**src/rtl/io_mode_router.sv**
```systemverilog
// Four-mode registered router from ui_in to uo_out: pass, delay line, strobe sample/hold, edge counter.
// Optional parity status bit on uio_out[4] is built only when IO_PARITY_EN is defined.
module io_mode_router #(
  parameter int WIDTH = 8,
  parameter int DEPTH = 4
) (
  input  logic             clk,
  input  logic             rst_n,
  input  logic             ena,
  input  logic [WIDTH-1:0] ui_in,
  input  logic [7:0]       uio_in,
  output logic [WIDTH-1:0] uo_out,
  output logic [7:0]       uio_out,
  output logic [7:0]       uio_oe
);

  localparam int FW = $clog2(DEPTH + 1);
  localparam logic [FW-1:0] DEPTH_F = FW'(DEPTH);

  localparam logic [1:0] MODE_REG    = 2'd0;
  localparam logic [1:0] MODE_DELAY  = 2'd1;
  localparam logic [1:0] MODE_SAMPLE = 2'd2;
  localparam logic [1:0] MODE_COUNT  = 2'd3;

  logic [1:0]       mode_q, mode_d;
  logic [WIDTH-1:0] out_q, out_d;
  logic [WIDTH-1:0] sr_q [DEPTH];
  logic [WIDTH-1:0] sr_d [DEPTH];
  logic [FW-1:0]    fill_q, fill_d;
  logic [WIDTH-1:0] cnt_q, cnt_d;
  logic             valid_q, valid_d;
  logic             str_prev_q, str_prev_d;
  logic             d0_prev_q, d0_prev_d;

  logic mode_chg;
  logic str_rise;
  logic d0_rise;
  logic valid;
  logic parity;

  assign mode_chg = ena & (uio_in[1:0] != mode_q);
  assign str_rise = uio_in[2] & ~str_prev_q;
  assign d0_rise  = ui_in[0] & ~d0_prev_q;

  always_comb begin
    mode_d     = mode_q;
    out_d      = out_q;
    sr_d       = sr_q;
    fill_d     = fill_q;
    cnt_d      = cnt_q;
    valid_d    = valid_q;
    str_prev_d = str_prev_q;
    d0_prev_d  = d0_prev_q;
    if (ena) begin
      mode_d     = uio_in[1:0];
      str_prev_d = uio_in[2];
      d0_prev_d  = ui_in[0];
      // A mode switch wipes the datapath and swallows this cycle's input and edges.
      if (mode_chg) begin
        out_d   = '0;
        fill_d  = '0;
        cnt_d   = '0;
        valid_d = 1'b0;
        for (int i = 0; i < DEPTH; i++) sr_d[i] = '0;
      end else begin
        case (mode_q)
          MODE_REG: begin
            out_d   = ui_in;
            valid_d = 1'b1;
          end
          MODE_DELAY: begin
            sr_d[0] = ui_in;
            for (int i = 1; i < DEPTH; i++) sr_d[i] = sr_q[i-1];
            if (fill_q != DEPTH_F) fill_d = fill_q + FW'(1);
          end
          MODE_SAMPLE: begin
            if (str_rise) begin
              out_d   = ui_in;
              valid_d = 1'b1;
            end
          end
          default: begin
            valid_d = 1'b1;
            if (d0_rise) cnt_d = cnt_q + WIDTH'(1);
          end
        endcase
      end
    end
  end

  always_ff @(posedge clk or negedge rst_n) begin
    if (!rst_n) begin
      mode_q     <= '0;
      out_q      <= '0;
      fill_q     <= '0;
      cnt_q      <= '0;
      valid_q    <= 1'b0;
      str_prev_q <= 1'b0;
      d0_prev_q  <= 1'b0;
      for (int i = 0; i < DEPTH; i++) sr_q[i] <= '0;
    end else begin
      mode_q     <= mode_d;
      out_q      <= out_d;
      fill_q     <= fill_d;
      cnt_q      <= cnt_d;
      valid_q    <= valid_d;
      str_prev_q <= str_prev_d;
      d0_prev_q  <= d0_prev_d;
      for (int i = 0; i < DEPTH; i++) sr_q[i] <= sr_d[i];
    end
  end

  always_comb begin
    case (mode_q)
      MODE_DELAY: uo_out = sr_q[DEPTH-1];
      MODE_COUNT: uo_out = cnt_q;
      default:    uo_out = out_q;
    endcase
  end

  assign valid = (mode_q == MODE_DELAY) ? (fill_q == DEPTH_F) : valid_q;

`ifdef IO_PARITY_EN
  assign parity = ^uo_out;
`else
  assign parity = 1'b0;
`endif

  assign uio_out = {valid, mode_q, parity, 4'b0000};
  assign uio_oe  = 8'hF8;

endmodule
```
**config.mk**
```make
export PLATFORM = sky130hd
export DESIGN_NAME = io_mode_router
export DESIGN_NICKNAME = d
export VERILOG_FILES = /design/src/rtl/io_mode_router.sv
export SDC_FILE = /design/constraint.sdc
export NUM_CORES = 1
export LEC_CHECK = 0
export BUFFER_PORTS_ARGS = -buffer_cell sky130_fd_sc_hd__buf_2
export CAP_MARGIN = 20
export CORE_UTILIZATION = 45
export DETAILED_ROUTE_END_ITERATION = 7
export PLACE_DENSITY_LB_ADDON = 0.2
export SKIP_LAST_GASP = 1
export SLEW_MARGIN = 20
export SYNTH_ARGS = -nofsm -noshare
export SYNTH_HDL_FRONTEND = slang
export SYNTH_SLANG_ARGS = --single-unit
```
**constraint.sdc**
```tcl
create_clock -name clk -period 2.9 [get_ports clk]
set_input_delay 0.87 -clock clk [delete_from_list [all_inputs] [get_ports clk]]
set_output_delay 0.87 -clock clk [all_outputs]
set_load 0.005 [all_outputs]
```
; Yosys cells after proc, flatten, opt, wreduce, memory -nomap -nowiden
; Cells that the tools add are included.
[classes]
add_sub_neg = 2
multipliers = 0
n_div = 0
magnitude_cmp = 0
eq_ne = 9
n_shift = 0
mux = 16
n_bitwise = 5
reduce_logical = 11
[op_table]
columns = operator, count
row1 = $mux W32, 2
row2 = $mux W8, 5
row3 = $pmux W8 S2, 2
row4 = $reduce_and A3 Y1, 4
row5 = $mux W3, 3
row6 = $add A8 B1 Y8 const B, 1
row7 = $ne A3 B3 Y1 const B, 2
row8 = $reduce_bool A2 Y1, 3
row9 = $eq A2 B2 Y1 const B, 2
row10 = $add A3 B1 Y3 const B, 1
row11 = $and A1 B1 Y1, 3
row12 = $eq A3 B3 Y1 const B, 1
row13 = $mux W1, 3
row14 = $reduce_bool A3 Y1, 1
row15 = $reduce_or A3 Y1, 1
row16 = $eq A2 B1 Y1 const B, 1
row17 = $logic_not A2 Y1, 1
row18 = $ne A2 B1 Y1 const B, 1
row19 = $ne A2 B2 Y1, 1
row20 = $ne A2 B2 Y1 const B, 1
row21 = $not A1 Y1, 2
row22 = $pmux W1 S2, 1
row23 = $reduce_and A2 Y1, 1
[totals]
register_bits = 56
latch_bits = 0
ram_bits = 0
romBits = 0
out_inout_bits = 24
wordCells = 54
mem_count = 0

; Depth between registers and ports, before layout
; Gate-level depths: netlist of the first run.
[depth]
word_depth = 5
mapped_depth = 6
ltp_nobuf = 6

; Worst setup path after synthesis of the first run
; OpenSTA, ideal clock, no wires.
[synth_timing]
path_type = flip-flop to output port
start = register mode_q[0]
end = output uo_out[0]
arrival_time_ps = 1151
slack_ps = 879
stages_incl_launch_ff = 6
n_path_buf = 3
path_cell_list = dfrtp_1 -> buf_6 -> clkbuf_1 -> buf_2 -> nor2_1 -> a21oi_1
[synth_via]
elab_chain_cells = 2
word_cells_on_any_way = 3
classes_between = 2 x eq/ne / 1 x mux
[synth_lines]
columns = element, line
row1 = "start, declared", 25  ; logic [1:0] mode_q, mode_d;
row2 = "start signal, assigned", 102  ; mode_q <= mode_d;
row3 = $eq A2 B2 Y1 or $eq A2 B1 Y1 (tied branches), 114  ; case (mode_q)
row4 = $pmux W8 S2 *, 114
row5 = "end, declared", 12  ; output logic [WIDTH-1:0] uo_out,
; Every way passes the cells marked *; elsewhere a longest branch is shown, timed or not.

; Final worst setup path of the first run
[layout_timing]
start = register mode_q[1]
end = output uo_out[5]
; Same word-level chain as after synthesis.

==> results of run 1 <==
## where the power goes
part / internal [mW] / switching (mW)
clock: 0.173 / 0.260
combinational: 0.0882 / 0.126
sequential: 0.814 / 0.0337
## flip-flops by register name (all words and copies together) (netlist names)
| signal | count |
|---|---|
| out_q | 8 |
| sr_q | 32 |
| valid_q | 1 |
| fill_q | 3 |
| d0_prev_q | 1 |
| str_prev_q | 1 |
| mode_q | 2 |
| cnt_q | 8 |
## area by class of cell
class | count | area share (%)
sequential | 56 | 48.0
multi-input combinational | 171 | 38.6
timing repair buffer | 33 | 6.86
tap | 72 | 3.09
clock buffer | 6 | 2.49
clock inverter | 2 | 0.557
inverter | 3 | 0.386
## critical path: stages, from the launching register on
cell and delay [ns]:
dfrtp_1 0.84, mux2i_1 0.16, a21oi_1 0.23, buf_2 0.15
## worst paths after layout
check                               start         to  cells after the start
max in group asynchronous           rst_n    sr_q[1]                      2
worst min-delay path             sr_q[29]   sr_q[21]                      1
worst max register to register  mode_q[0]   sr_q[18]                      5
worst max-delay path            mode_q[1]  uo_out[5]                      3
min in group asynchronous           rst_n   cnt_q[4]                      1
worst min register to register   sr_q[29]   sr_q[21]                      1
## placed cells by master (no fill, tap or decap), drive strengths merged
cell type  synthesis  final
or3                1      1
dfrtp             56     56
nor2              25     25
a21oi             21     21
mux2i             17     17
xor2               3      3
and3b              2      2
a31oi              1      1
buf               27     33
clkinv             0      1
o21a               1      1
nand4              2      2
xnor2              6      6
inv                3      3
o311ai             1      1
nand3b             2      2
clkinvlp           0      1
nand2b             3      3
nor3               2      2
a22o              22     22
clkbuf             2      6
and4               3      3
nand3              4      4
conb               2     13
nand4b             1      1
o21ai              3      3
or4                1      1
nor3b              1      1
nand2             25     25
and2               1      1
mux2               3      3
and4b              1      1
a21boi             1      1
and3               1      1
ha                 3      3
a32o               1      1
## stage by stage
step / util (%) / power [mW] / worst slack [ns] / instances / instance area, um^2
detailed placement: 50.1 / 1.08 / 0.645 / 335 / 2830
CTS: 51.7 / 1.52 / 0.299 / 343 / 2920
global placement: 50.1 / 1.08 / 0.657 / 335 / 2830
floorplan: - / 1.01 / 0.879 / 259 / 2740
finish: 51.7 / 1.50 / 0.336 / 343 / 2920
global route: 51.7 / 1.56 / 0.224 / 343 / 2920
## metal layers
metal | up-vias | global-route usage (%)
met2 | 40 | 28.5
met5 | - | 0
met3 | 6 | 4.23
met1 | 866 | 24.6
met4 | 0 | 8.91
li1 | 880 | -
## kinds of logic after synthesis
family | Yosys count | synth area share (%)
mux | 20 | 7.57
other cells | 2 | 0.279
buf+inv | 32 | 7.89
xor+xnor | 9 | 2.92
flops | 56 | 52.0
fa+ha+maj | 3 | 1.39
simple gates | 75 | 13.9
compound gates | 51 | 14.1
==> impl_metrics.tcl, run 1 <==
set metrics [dict create \
    status "finished, final reports clean" \
    synth_cells 248 \
    synthDistinctLibCells 39 \
    row_count 27 \
    maxCapViolCount 0 \
    startpoint_type "flip-flop" \
    grt_pass1_vias 1757 \
    grt_first_pass_wirelength_mm 8.67 \
    port_buffers 24 \
    post_drt_via_cell_ratio 5.22 \
    wl_met1_mm 2.59 \
    endpoint_kind "output port" \
    synth_top_area_share_pct 52.0 \
    nets 292 \
    drc 0 \
    critPathArrivalTime_ns 1.69 \
    synth-seq-cells 56 \
    setup_tns_ns 0 \
    track_usage_pct 18.5 \
    die_area_um2 6300 \
    ctsHoldBuffers 0 \
    antenna_found_initial 0 \
    synth_edf_count 0 \
    boundaryPins 43 \
    wl_mm 5.25 \
    period_share_pct 88.4 \
    fmax_ghz 0.390 \
    cts.sinks 56 \
    routedWlPerCell_um 15.3 \
    async_flop_share_pct 100 \
    ys.flop_type "dfrtp_1" \
    clockBufferDepth 2 \
    dr_wl_met2_mm 2.39 \
    reg2reg_slack_ns 0.74 \
    skew_ns 0.00862 \
    fin_crit_ns 2.56 \
    seq_area_frac_synth_pct 52.0 \
    highest_layer "met4" \
    fillCellCount 525 \
    clk_latency_ns 0.31 \
    cts_resized 0 \
    dr.pass1.iters 4 \
    die_x_um 79.4 \
    synth_area_leaders "dfrtp_1 (52%), mux2i_1 (6.3%), a22o_2 (4.5%)" \
    fp.dieH_um 79.4 \
    drive_gt1_share_pct 22.1 \
    multi_input_area_um2 1130 \
    synth.avg_cell_area_um2 10.9 \
    worstPathRequired_ns 2.03 \
    p_per_area_nw_per_um2 513 \
    cts_tree "yes" \
    crit_type "reg2out" \
    drtIter0Drc 65 \
    h-tree-depth 2 \
    numCtsBuffers 5 \
    wl_met3_um 169 \
    cts_root_buffer "clkbuf_8" \
    synthTopCellsByCount "dfrtp_1 (56), nand2_1 (25), nor2_1 (25)" \
    diodes 0 \
    yosysTopAreaCell "dfrtp_1" \
    vias 1792 \
    path_max_fanout 15 \
    syn-cell-area_um2 2700 \
    maxSlewHeadroom_pct 50.2 \
    rsz0062_at_grt "no" \
    yosysMostFrequentCell "dfrtp_1" \
    grt-ovfl-total 0 \
    hold_violations 0 \
    slew_viol_final 0 \
    initial_utilization_pct 47.8 \
    finalSetupViolCount 0 \
    core-area_um2 5640 \
    clk_pin_slew_worst_paths_ns 0.10 \
    min_path_type "reg2reg" \
    max-vdd-ir-drop_v 0.000323 \
    areaGrowthSynthToFinish_pct 8.26 \
    worst_pin_slew_ns 0.746 \
    seq_area_um2 1400 \
    cts_setup_buffers 0 \
    p_leak_nw 1.39 \
    yosysWarnings 0 \
    gp_congestion 0.757 \
    antenna_left 0 \
    grt_max_degree 25 \
    dp_hpwl_mm 3.55 \
    hold_ws_ns 0.500 \
]
Note: power is estimated with default switching activity, not from simulation.
==> inputs of run 2 (changes only) <==
--- a/config.mk
+++ b/config.mk
@@ -7,6 +7,8 @@
 export LEC_CHECK = 0
 export BUFFER_PORTS_ARGS = -buffer_cell sky130_fd_sc_hd__buf_2
 export CAP_MARGIN = 20
+export CELL_PAD_IN_SITES_DETAIL_PLACEMENT = 1
+export CELL_PAD_IN_SITES_GLOBAL_PLACEMENT = 1
 export CORE_UTILIZATION = 45
 export DETAILED_ROUTE_END_ITERATION = 7
 export PLACE_DENSITY_LB_ADDON = 0.2
==> impl_metrics.tcl, run 2 (same netlist as run 1, synthesis figures left out) <==
set metrics [dict create \
    ctsHoldBuffers 0 \
    path_buf_inv 1 \
    diodes 0 \
    top_regs "sr_q: 32 flops, cnt_q: 8 flops, out_q: 8 flops" \
    cts_tree "yes" \
    wl_mm 5.77 \
    crit_type "reg2out" \
    port_buffers 24 \
    clk_latency_ns 0.32 \
    cp_slowest_cell "dfrtp_1" \
    finish.utilization_pct 51.6 \
    core-area_um2 5640 \
    boundaryPins 43 \
    hold_violations 0 \
    row_count 27 \
    drc 0 \
    rsz0062_at_grt "no" \
    path_max_fanout 16 \
    worstPathRequired_ns 2.03 \
    cts_root_buffer "clkbuf_8" \
    areaGrowthSynthToFinish_pct 7.99 \
    period_share_pct 90.1 \
    drtIter0Drc 137 \
    p_per_area_nw_per_um2 516 \
    drive_gt1_share_pct 21.9 \
    skew_ns 0.0120 \
    fin_crit_ns 2.61 \
    die_area_um2 6300 \
    clockBufferDepth 2 \
    maxCapViolCount 0 \
    track_usage_pct 20.9 \
    path_cells "mux2i_1 -> a21oi_1 -> buf_2" \
    cts_resized 0 \
    largest_reg_flops 32 \
    cp_top_family "flip-flops" \
    antenna_left 0 \
    max-vdd-ir-drop_v 0.000238 \
    worst_pin_slew_ns 0.778 \
    antenna_found_initial 0 \
    slew_viol_final 0 \
    grt_pass1_vias 1908 \
    initial_utilization_pct 47.8 \
    endpoint_kind "output port" \
    grt_max_degree 57 \
    startpoint_type "flip-flop" \
    finalSetupViolCount 0 \
    fp.dieH_um 79.4 \
    setup_tns_ns 0 \
    critPathMaxStageDelay_ns 0.86 \
    status "finished, final reports clean" \
    clk_pin_slew_worst_paths_ns 0.11 \
    layout_commonest_cell "dfrtp_1" \
    cts_setup_buffers 0 \
    grt-ovfl-total 0 \
    most-common-layout-cells "dfrtp_1 (56), nor2_1 (25), nand2_1 (25)" \
    vias 1852 \
    p_leak_nw 1.38 \
    dr.pass1.iters 4 \
    grt_first_pass_wirelength_mm 10.0 \
    min_path_type "reg2reg" \
    dp_hpwl_mm 3.88 \
    nets 291 \
    fmax_ghz 0.383 \
    gp_congestion 0.781 \
    h-tree-depth 2 \
    post_drt_via_cell_ratio 5.42 \
    numCtsBuffers 5 \
    critPathArrivalTime_ns 1.74 \
    die_x_um 79.4 \
    regMostFlops "sr_q" \
    cts.sinks 56 \
    routedWlPerCell_um 16.9 \
    fillCellCount 618 \
    maxSlewHeadroom_pct 48.1 \
]
-- run 2: changes by cell type in the layout (fill, tap and decap cells not counted), sizes merged --
cell,delta
buf,-1
-- run 2: worst paths after layout --
| check | start | to | slack, ns | depth (start not counted) |
|---|---|---|---|---|
| min in group asynchronous | rst_n | sr_q[2] | 0.67 | 2 |
| setup reg to reg | mode_q[1] | sr_q[5] | 0.71 | 4 |
| max in group asynchronous | rst_n | sr_q[9] | 1.73 | 2 |
| hold reg to reg | sr_q[28] | sr_q[20] | 0.50 | 1 |
| setup / recovery | mode_q[1] | uo_out[7] | 0.29 | 3 |
| hold / removal | sr_q[28] | sr_q[20] | 0.50 | 1 |
-- run 2: area by class of cell --
| class | instances | area (um^2) | area share, % |
|---|---|---|---|
| clock buffers | 6 | 72.6 | 2.49 |
| clock inverters | 2 | 16.3 | 0.559 |
| inverters | 3 | 11.3 | 0.387 |
| multi-input cells | 171 | 1130 | 38.7 |
| flip-flops and latches | 56 | 1400 | 48.2 |
| well taps | 72 | 90.1 | 3.10 |
| repair buffers | 32 | 193 | 6.62 |
-- run 2: power by group --
group | leakage [nW] | internal, mW | switching (mW) | total, mW
combinational | 0.576 | 0.0876 | 0.134 | 0.222
clock | 0.0414 | 0.173 | 0.260 | 0.432
sequential | 0.765 | 0.814 | 0.0329 | 0.847
total | 1.38 | 1.07 | 0.427 | 1.50
-- run 2: per-stage QoR --
stage                     std cells  power (mW)  instance area, um^2  hold slack, ns  setup WS, ns
final                           342        1.50                 2910           0.498         0.287
after global routing            342        1.58                 2910           0.519         0.192
after CTS                       342        1.52                 2910           0.502         0.296
after detailed placement        334        1.09                 2820           0.478         0.627
after global placement          334        1.08                 2820           0.473         0.662
after floorplan                 259        1.01                 2740           0.462         0.879
-- run 2: metal layers --
layer  vias up  global-route usage [%]  share of wire (%)
li1        882                       -                  -
met1       928                    29.6                 50
met2        37                    32.8                 45
met3         5                    2.74                3.4
met4         0                    7.64                1.3
met5         -                       0                  0
